<file path="config.mk">
export PLATFORM = sky130hd
export DESIGN_NAME = request_encoder_16_4
export DESIGN_NICKNAME = d
export VERILOG_FILES = /design/src/rtl/request_encoder_16_4_pkg.sv /design/src/rtl/request_encoder_16_4_rr_pick_16.sv /design/src/rtl/request_encoder_16_4.sv
export SDC_FILE = /design/constraint.sdc
export NUM_CORES = 1
export LEC_CHECK = 0
export CAP_MARGIN = 20
export CORE_MARGIN = 4
export CORE_UTILIZATION = 30
export CTS_CLUSTER_SIZE = 40
export DETAILED_ROUTE_END_ITERATION = 6
export PLACE_DENSITY = 0.54
export SLEW_MARGIN = 20
export SYNTH_ARGS = -nofsm -noshare
export SYNTH_HDL_FRONTEND = slang
export SYNTH_SLANG_ARGS = --single-unit
</file>
<file path="constraint.sdc">
create_clock -name clock -period 8.7 [get_ports clock]
set_input_delay 1.305 -clock clock [delete_from_list [all_inputs] [get_ports clock]]
set_output_delay 1.305 -clock clock [all_outputs]
set_load 0.02 [all_outputs]
</file>
<file path="src/rtl/request_encoder_16_4_pkg.sv">
// Shared constants and helpers for the 16-to-4 request encoder.
// Provides widths and a 4-bit index to 16-bit one-hot helper.
package request_encoder_16_4_pkg;

  localparam int REQ_WIDTH = 16;
  localparam int IDX_WIDTH = 4;

  function automatic logic [REQ_WIDTH-1:0] onehot16(
    input logic [IDX_WIDTH-1:0] idx
  );
    return 16'h0001 << idx;
  endfunction

endpackage

</file>
<file path="src/rtl/request_encoder_16_4_rr_pick_16.sv">
// Rotate-scan-unrotate priority picker: first set bit of vec at or
// above ptr, wrapping 15 -> 0. Ports: vec, ptr in; idx, found out.
module rr_pick_16
  import request_encoder_16_4_pkg::*;
(
  input  logic [REQ_WIDTH-1:0] vec,
  input  logic [IDX_WIDTH-1:0] ptr,
  output logic [IDX_WIDTH-1:0] idx,
  output logic                 found
);

  logic [REQ_WIDTH-1:0] w_rot;
  logic [IDX_WIDTH-1:0] w_k;

  // bit 0 of w_rot is vec[ptr]
  assign w_rot = 16'({vec, vec} >> ptr);

  always_comb begin
    w_k = '0;
    for (int i = REQ_WIDTH - 1; i >= 0; i--) begin
      if (w_rot[i]) w_k = 4'(i);
    end
  end

  assign idx   = ptr + w_k;
  assign found = |vec;

endmodule

</file>
<file path="src/rtl/request_encoder_16_4.sv">
// Sticky 16-line request collector serialised to a 4-bit index on a
// valid/ready handshake. Ports: clock, clear, req_in, enc_ready in;
// enc_out, enc_valid, enc_onehot, pending, any_pending out.
module request_encoder_16_4
  import request_encoder_16_4_pkg::*;
#(
  parameter bit ROUND_ROBIN = 1'b1
) (
  input  logic                 clock,
  input  logic                 clear,
  input  logic [REQ_WIDTH-1:0] req_in,
  input  logic                 enc_ready,
  output logic [IDX_WIDTH-1:0] enc_out,
  output logic                 enc_valid,
  output logic [REQ_WIDTH-1:0] enc_onehot,
  output logic [REQ_WIDTH-1:0] pending,
  output logic                 any_pending
);

  logic [REQ_WIDTH-1:0] r_pending;
  logic [IDX_WIDTH-1:0] r_out;
  logic [IDX_WIDTH-1:0] r_ptr;
  logic                 r_valid;

  logic                 w_grant;
  logic                 w_load;
  logic [REQ_WIDTH-1:0] w_gbit;
  logic [REQ_WIDTH-1:0] w_next;
  logic [IDX_WIDTH-1:0] w_ptr_nx;
  logic [IDX_WIDTH-1:0] w_pick_ptr;
  logic [IDX_WIDTH-1:0] w_idx;
  logic                 w_found;

  assign w_grant = r_valid & enc_ready;
  assign w_load  = ~r_valid | enc_ready;
  assign w_gbit  = w_grant ? onehot16(r_out) : '0;

  // set wins over the grant clear on the same bit
  assign w_next  = (r_pending & ~w_gbit) | req_in;

  assign w_ptr_nx = w_grant ? r_out + 4'd1 : r_ptr;

  // scan from the post-grant pointer so the just-granted
  // index gets lowest priority on this very load
  assign w_pick_ptr = ROUND_ROBIN ? w_ptr_nx : '0;

  rr_pick_16 u_pick (
    .vec   (w_next),
    .ptr   (w_pick_ptr),
    .idx   (w_idx),
    .found (w_found)
  );

  always_ff @(posedge clock) begin
    if (clear) begin
      r_pending <= '0;
      r_out     <= '0;
      r_ptr     <= '0;
      r_valid   <= 1'b0;
    end else begin
      r_pending <= w_next;
      r_ptr     <= w_ptr_nx;
      if (w_load) begin
        r_valid <= w_found;
        r_out   <= w_idx;
      end
    end
  end

  assign enc_out     = r_out;
  assign enc_valid   = r_valid;
  assign enc_onehot  = r_valid ? onehot16(r_out) : '0;
  assign pending     = r_pending;
  assign any_pending = |r_pending;

endmodule

</file>
==> results of run 1 <==
## power groups by stage
stage	combinational, mW	clock, mW	sequential, mW
floorplan	0.272	0	0.160
global placement	0.393	0	0.154
detailed placement	0.387	0	0.155
CTS	0.390	0.0719	0.152
global route	0.428	0.0755	0.156
finish	0.392	0.0690	0.152
## synthesized netlist by cell type (all sizes together), types with 2 or more instances
library cell  number  share of area [%]
a211oi             4                1.2
a21boi             4                1.2
a21o               7                2.0
a21oi             15                3.5
a222oi             4                1.6
a311oi             3                1.3
a31o               3                1.0
a31oi              4                1.5
a32oi              2               0.68
a41oi              2               0.68
and2               5                1.3
and3               5                1.2
buf               15                4.1
clkbuf             7                1.0
dfxtp             25                 19
ha                 9                4.4
inv                5               0.73
mux2i              4                1.6
nand2             25                3.7
nand2b             7                1.8
nand3             11                2.1
nand3b            10                3.4
nand4              6                1.5
nand4b             4                1.4
nor2              49                7.1
nor2b              3               0.73
nor3               7                1.4
nor4               7                1.7
o211ai             2               0.58
o21a               3               0.87
o21ai              7                1.4
o221ai             4                1.4
o22a               3                1.0
o22ai             28                7.0
o31ai              7                4.6
or2               13                3.2
or3                4               0.97
xnor2              3                1.0
## cell families after synthesis
logic type	after synthesis
multiplexers	6
AO/OA/AOI/OAI	108
adder cells (fa/ha/maj)	10
flip-flops	25
AND/OR/NAND/NOR	157
buffers and inverters	28
XOR/XNOR	3
## critical path, stage by stage
cell and delay, ns:
clkdlybuf4s50_1 0.89, nand2_2 0.20, a31oi_2 0.63, o22ai_1 0.22
or2_1 0.31, nand3b_1 0.18, a21o_1 0.17, a311oi_1 0.26
nor3_1 0.09, o41ai_1 0.52, ha_1 0.27, inv_1 0.06
fa_1 0.37, xnor2_1 0.13, a21oi_1 0.14, nor2_1 0.05
## through the flow
stage	hold WS [ns]	worst slack, ns
5_1_grt	0.645	2.62
3_3_place_gp	0.563	2.77
3_5_place_dp	0.574	2.74
6_report	0.595	3.02
4_1_cts	0.588	2.99
2_1_floorplan	0.621	4.11
## layer usage
metal	vias up	routed length, um	global-route usage (%)
li1	1366	-	-
met1	1293	4100	22.7
met2	99	3750	25.2
met3	13	513	2.15
met4	0	173	5.18
met5	-	0	0
## flip-flops by register name, indices dropped and copies added, names as in the netlist
| register | cells |
|---|---|
| enc_out | 4 |
| r_ptr | 4 |
| pending | 16 |
| enc_valid | 1 |
## final timing paths
check / endpoint / from / depth (start not counted) / slack (ns)
worst max-delay path: enc_out[2]$_SDFFE_PP0P_ / enc_ready / 16 / 3.02
worst max register to register: enc_out[2]$_SDFFE_PP0P_ / enc_out[3]$_SDFFE_PP0P_ / 15 / 3.77
worst min register to register: enc_out[1]$_SDFFE_PP0P_ / enc_out[1]$_SDFFE_PP0P_ / 2 / 0.60
worst min-delay path: enc_out[1]$_SDFFE_PP0P_ / enc_out[1]$_SDFFE_PP0P_ / 2 / 0.60
## cell type report
cell class | instances | area (um^2)
Sequential cell | 25 | 500
Clock buffer | 3 | 41.3
Tap cell | 105 | 131
Multi-Input combinational cell | 284 | 1930
Clock inverter | 1 | 5.00
Inverter | 6 | 22.5
Fill cell | 865 | 5100
Timing Repair Buffer | 57 | 568
==> out/metrics.csv, run 1 <==
metric;value;unit
cts_inserted_buffers;3;
ys_async_sr_fraction;0;%
synth.yosys.seq_area_share;19.4;%
io_pins;57;
finalInstanceArea;3190;um^2
clock_path_buffers;2;
p_clk_share;11.3;%
hold_viol;0;
placed_area;3150;um^2
die_w;101;um
fin_nets;406;
final_common_cell;clkdlybuf4s50_1;
synth-simple-area-share;31.8;%
synthXorXnorAreaFrac;1.02;%
drc;0;
cp.required;8.83;ns
cts_num_sinks;25;
grt_pass1_vias;2534;
start_kind;primary input;
drt_iter0_drc;290;
worstMarginPinSlew;0.963;ns
ys_ff_latch;25;
rsz0062_at_grt;false;
die_h;101;um
crit_type;primary input to register;
dpl.cell_count;477;
dr.pass1.iters;6;
hpwlAfterDp;6590;um
syn_inst;337;
grt_start_max_net_pins;29;
ant_nets;0;
grt_overflow_total;0;
row_count;33;
syn-num-nets;366;
gp_congestion;0.904;
slew_headroom;35.6;%
ir_worst_vdd;0.0000591;V
grt_pass1_wl;13400;um
core;8300;um^2
swShare;47.7;%
synth_compound_area_share;33.8;%
cap_violations;0;
postSynthAreaPerCell;7.66;um^2
cts_tree;done;
synthToLayoutAreaGrowth;23.8;%
synth_fa_ha_area_share;5.14;%
dieArea;10200;um^2
initial_core_util;31.1;%
fin_util;38.5;%
synth_edf_count;0;
syn_area;2580;um^2
wl;8540;um
post_cts_buffers;0;
ys_types;68;
setup_viol;0;
clock.fmax;176;MHz
clock_latency;0.26;ns
yosys_warnings;0;
p_seq_share;24.8;%
power_density;192;nW/um^2
wl_per_cell;17.8;um
outcome;finished, final reports clean;
layout-drive-gt1-share;9.84;%
cts_resized;0;
cts.clk_slew.worst_paths;0.09;ns
final_max_slew_viol_count;0;
power_switching;0.292;mW
leakage;1.13;nW
antenna_found_initial;0;
grt_use_total;16.1;%
clock_skew;0.00328;ns
routed_via_density;5.76;
layout_common_cells;clkdlybuf4s50_1, nor2_1, o22ai_1, dfxtp_1, nand2_1;
finalSetupTns;0;ns
muxShareOfSynthArea;2.86;%
n_antenna_cell;0;
cts_hold_buf;0;
port_buffers;56;
num_vias;2771;
synth_top_family_by_area;compound AO/OA/AOI/OAI gates;
cp_max_fo;18;
comb_power_share;64.0;%
ys.flop_type;dfxtp_1;
cp-end-kind;register;
fin_cells;481;
layout_min_cycle_time;5.68;ns
hold_class;register to register;
p_int;0.320;mW
power;0.612;mW
htreeDepth;1;
cts-root-buf;clkbuf_8;
arrival;5.80;ns
timing.final.crit_share;65.3;%
Note: power is estimated with default switching activity, not from simulation.
==> run 2: changes to the inputs <==
PLACE_DENSITY = 0.56   (was 0.54)
clock period = 4.8 ns   (was 8.7 ns; I/O delays follow)
==> out/metrics.csv, run 2 (same netlist as run 1, synthesis figures left out) <==
metric;value;unit
outcome;finished, final reports clean;
gp_congestion;0.878;
dr.pass1.iters;6;
timing.final.crit_share;95.0;%
layout_min_cycle_time;4.56;ns
antenna_found_initial;0;
rsz0062_at_grt;false;
power_density;343;nW/um^2
worstMarginPinSlew;0.966;ns
cp_max_fo;18;
hold_class;register to register;
wl;9080;um
num_vias;2953;
core;8300;um^2
fin_util;43.0;%
row_count;33;
ir_worst_vdd;0.000111;V
start_kind;primary input;
wl_per_cell;17.4;um
clock_path_buffers;2;
fin_nets;448;
post_cts_buffers;0;
cts_tree;done;
cap_violations;0;
drc;0;
hpwlAfterDp;7230;um
cts.clk_slew.worst_paths;0.09;ns
grt_pass1_wl;14700;um
cp-end-kind;register;
setup_viol;0;
clock_skew;0.00640;ns
leakage;1.35;nW
grt_overflow_total;0;
layout_common_cells;clkdlybuf4s50_1, nor2_1, buf_4, o22ai_1, dfxtp_1;
die_w;101;um
routed_via_density;5.65;
synthToLayoutAreaGrowth;38.2;%
cts_num_sinks;25;
grt_start_max_net_pins;26;
hold_viol;0;
initial_core_util;31.1;%
power;1.22;mW
dieArea;10200;um^2
drt_iter0_drc;191;
io_pins;57;
ant_nets;0;
final_common_cell;clkdlybuf4s50_1;
largest_register_ff_count;16;
crit_type;primary input to register;
htreeDepth;1;
cp.required;4.98;ns
die_h;101;um
port_buffers;56;
grt_use_total;17.7;%
grt_pass1_vias;2800;
clock.fmax;219;MHz
slew_headroom;35.4;%
whs;0.618;ns
clock_latency;0.27;ns
cts-root-buf;clkbuf_8;
final_max_slew_viol_count;0;
n_antenna_cell;0;
layout-drive-gt1-share;19.9;%
cts_inserted_buffers;3;
arrival;4.74;ns
run 2: cell count changes in the layout (fill, tap and decap cells not counted):
cell and delta:
buf_12 +3, buf_4 +39, clkbuf_1 +1, clkinv_2 -1
nor3_1 -1, nor3_2 +1, nor4bb_1 -1, nor4bb_2 +1
o21a_1 -2, o21a_2 +2, o41ai_1 -1, o41ai_2 +1
run 2: metal layers:
| metal | routed length (um) | share of wire, % | track usage (%) |
|---|---|---|---|
| met1 | 4130 | 46 | 23.9 |
| met2 | 4210 | 46 | 29.9 |
| met3 | 569 | 6.3 | 2.15 |
| met4 | 168 | 1.9 | 4.56 |
| met5 | 0 | 0 | 0 |
run 2: what timing repair did:
| item | in CTS | in global routing |
|---|---|---|
| hold buffers | 0 | 0 |
| gates resized for setup | 0 | 5 |
| endpoints found under the setup margin | 0 | 2 |
run 2: stage by stage:
step           std cells  setup TNS, ns  area (um^2)  setup slack, ns
2_1_floorplan        337              0         2580            0.719
3_3_place_gp         519         -0.153         3500          -0.0879
3_5_place_dp         519         -0.235         3500           -0.121
4_1_cts              523              0         3550            0.152
5_1_grt              523              0         3570           0.0215
6_report             523              0         3570            0.238
run 2: layout make-up:
type / count / area, um^2
flip-flops and latches: 25 / 500
repair buffers: 99 / 921
clock buffers: 4 / 45.0
inverters: 6 / 22.5
multi-input cells: 284 / 1950
fillers: 846 / 4730
well taps: 105 / 131
run 2: critical path, stage by stage:
cell	delay (ns)
clkdlybuf4s50_1	0.51
buf_12	0.16
nand2b_2	0.21
o31ai_4	0.30
buf_4	0.19
o22ai_1	0.07
or2_0	0.32
mux2i_1	0.29
a21oi_1	0.11
a21o_1	0.19
o221ai_1	0.20
o41ai_2	0.12
buf_4	0.14
ha_1	0.18
buf_4	0.13
a21o_1	0.17
a21oi_1	0.17
xnor2_1	0.16
nand4_1	0.13
a311oi_2	0.26
run 2: report_power, final:
group          switching (mW)  internal, mW  total [mW]
logic                   0.460         0.374       0.834
clock network          0.0671        0.0593       0.126
registers              0.0321         0.232       0.264
total                   0.559         0.665        1.22
run 2: path summary, 6_finish.rpt:
| check | start | to | slack, ns | cells past startpoint |
|---|---|---|---|---|
| worst max-delay path | enc_ready | enc_out[3]$_SDFFE_PP0P_ | 0.24 | 20 |
| worst min-delay path | enc_out[1]$_SDFFE_PP0P_ | enc_out[1]$_SDFFE_PP0P_ | 0.62 | 2 |
| worst max register to register | enc_out[1]$_SDFFE_PP0P_ | enc_out[3]$_SDFFE_PP0P_ | 0.41 | 19 |
| worst min register to register | enc_out[1]$_SDFFE_PP0P_ | enc_out[1]$_SDFFE_PP0P_ | 0.62 | 2 |
==> run 3: changes to the inputs <==
ABC_AREA = 1   (was not set)
CAP_MARGIN = 25   (was 20)
==> out/metrics.csv, run 3 <==
metric;value;unit
clock_path_buffers;2;
port_buffers;56;
cp.required;4.97;ns
core;7890;um^2
cts_num_sinks;25;
cts-root-buf;clkbuf_8;
grt_pass1_wl;13700;um
cts_inserted_buffers;3;
row_count;32;
ir_worst_vdd;0.000116;V
die_w;99.2;um
clock.fmax;245;MHz
grt_use_total;17.0;%
cts_hold_buf;0;
hpwlAfterDp;6780;um
synth_top_area_share;20.1;%
ant_nets;0;
slew_headroom;42.3;%
io_pins;57;
post_cts_buffers;0;
ys_ff_latch;25;
final_max_slew_viol_count;0;
yosys_warnings;0;
n_fill_cell;884;
fin_nets;494;
layout_min_cycle_time;4.09;ns
drt_iter0_drc;210;
largest_register_ff_count;16;
power_density;293;nW/um^2
ys.flop_type;dfxtp_1;
clock_skew;0.00749;ns
ys_types;32;
dr.pass1.iters;5;
reg2reg_depth;21;
synth.yosys.seq_area_share;20.1;%
antenna_found_initial;0;
layout_common_cells;nand3_1, nand2_1, clkdlybuf4s50_1, inv_1, nor2_1;
routed_via_density;5.14;
grt_pass1_vias;2797;
num_vias;2908;
outcome;finished, final reports clean;
hold_class;register to register;
cts.clk_slew.worst_paths;0.09;ns
min_to;pending[2]$_SDFF_PP0_;
cp-end-kind;register;
worstMarginPinSlew;0.863;ns
n_antenna_cell;0;
wl_per_cell;14.3;um
die_h;99.2;um
htreeDepth;1;
cts_resized;0;
synth_area_leader_cell;dfxtp_1;
critPathMaxStageDelay;0.50;ns
cpMaxStageDelayCell;clkdlybuf4s50_1;
dieArea;9830;um^2
hold_viol;0;
synthToLayoutAreaGrowth;26.0;%
ys_top_cells_by_count;nand3_1, nand2_1, inv_1, nor2_1, dfxtp_1;
grt_overflow_total;0;
whs;0.576;ns
r2r_end;enc_out[3]$_SDFFE_PP0P_;
crit_type;primary input to register;
whs_path_depth;2;
r2r_slack;0.93;ns
cts_tree;done;
grt_start_max_net_pins;24;
timing.final.crit_share;85.2;%
start_kind;primary input;
leakage;1.37;nW
gp_congestion;0.906;
ys_async_sr_fraction;0;%
cp_max_fo;17;
cap_violations;0;
synth_area_leaders;dfxtp_1, nand3_1, nand2_1, inv_1, nor2_1;
layout-drive-gt1-share;5.60;%
cp_common_cell;nand2_1;
rsz0062_at_grt;false;
postSynthAreaPerCell;5.98;um^2
synth_edf_count;0;
clock_latency;0.27;ns
syn_area;2490;um^2
arrival;4.26;ns
multi_input_area;1700;um^2
syn-num-nets;446;
drc;0;
hp-start;pending[2]$_SDFF_PP0_;
final_common_cell;nand3_1;
syn_inst;417;
finalSetupTns;0;ns
wl;8100;um
setup_viol;0;
ff_latch_area;500;um^2
yosysMostFrequentCell;nand3_1;
timing.rr.start;enc_out[2]$_SDFFE_PP0P_;
initial_core_util;31.6;%
==> run 3: cell count changes after synthesis, moves of 6 or more <==
cell      before  now
nand3_1       11   95
nand3_2        0    7
o22ai_1       27    0
a21o_1         7    0
o21ai_1        2    9
inv_1          4   41
a21oi_1       11   20
or2_2          7    0
nand2b_1       6    0
nand3b_1       9    2
buf_4          1    7
nor2_1        49   41
nand2_1       24   91
==> run 3: power breakdown <==
group	leakage, nW	internal, mW	total, mW	switching (mW)
Clock	0.0228	0.0595	0.129	0.0694
Combinational	1.14	0.198	0.536	0.339
Sequential	0.209	0.227	0.257	0.0299
==> run 3: kinds of logic after synthesis <==
logic type	Yosys count	synth area share [%]
flip-flops	25	20.1
adder cells (fa/ha/maj)	10	5.32
buffers and inverters	64	11.8
AO/OA/AOI/OAI	54	13.3
AND/OR/NAND/NOR	260	48.1
XOR/XNOR	4	1.41
==> run 3: layer usage <==
metal	part of all wire, %	routed length (um)	vias up	GRT usage (%)
met5	0	0	-	0
met4	1.8	147	0	3.57
met3	6.4	519	14	2.45
met2	44	3560	96	27.4
met1	48	3870	1297	24.0
li1	-	-	1501	-
==> run 3: final cells by class <==
type | instances | area share (%)
inverters | 46 | 5.49
repair buffers | 61 | 19.0
multi-input cells | 328 | 54.1
flip-flops and latches | 25 | 15.9
clock buffers | 4 | 1.43
well taps | 102 | 4.06
==> run 3: worst max path at each step <==
stage / slack [ns] / startpoint / to
after floorplan: 1.38 / enc_out[0]$_SDFFE_PP0P_ / enc_out[3]$_SDFFE_PP0P_
after global placement: 0.53 / enc_ready / enc_out[3]$_SDFFE_PP0P_
after detailed placement: 0.46 / enc_ready / enc_out[3]$_SDFFE_PP0P_
after CTS: 0.75 / enc_ready / enc_out[3]$_SDFFE_PP0P_
after global routing: 0.19 / enc_ready / enc_out[3]$_SDFFE_PP0P_
final: 0.71 / enc_ready / enc_out[3]$_SDFFE_PP0P_
==> run 3: per-stage QoR <==
stage | area, um^2 | util (%) | std cells | power, mW | setup slack [ns]
final | 3140 | 39.8 | 566 | 0.922 | 0.712
after global routing | 3140 | 39.8 | 566 | 1.01 | 0.187
after CTS | 3140 | 39.8 | 566 | 0.926 | 0.753
after detailed placement | 3100 | 39.3 | 562 | 0.795 | 0.462
after global placement | 3100 | 39.3 | 562 | 0.795 | 0.532
after floorplan | 2490 | - | 417 | 0.648 | 1.38
==> run 3: critical path: cells and delay by family <==
family / cells / cell delay [ns]
fa+ha+maj: 1 / 0.16
simple gates: 20 / 1.45
xor+xnor: 2 / 0.33
buf+inv: 3 / 0.75
compound gates: 4 / 0.84
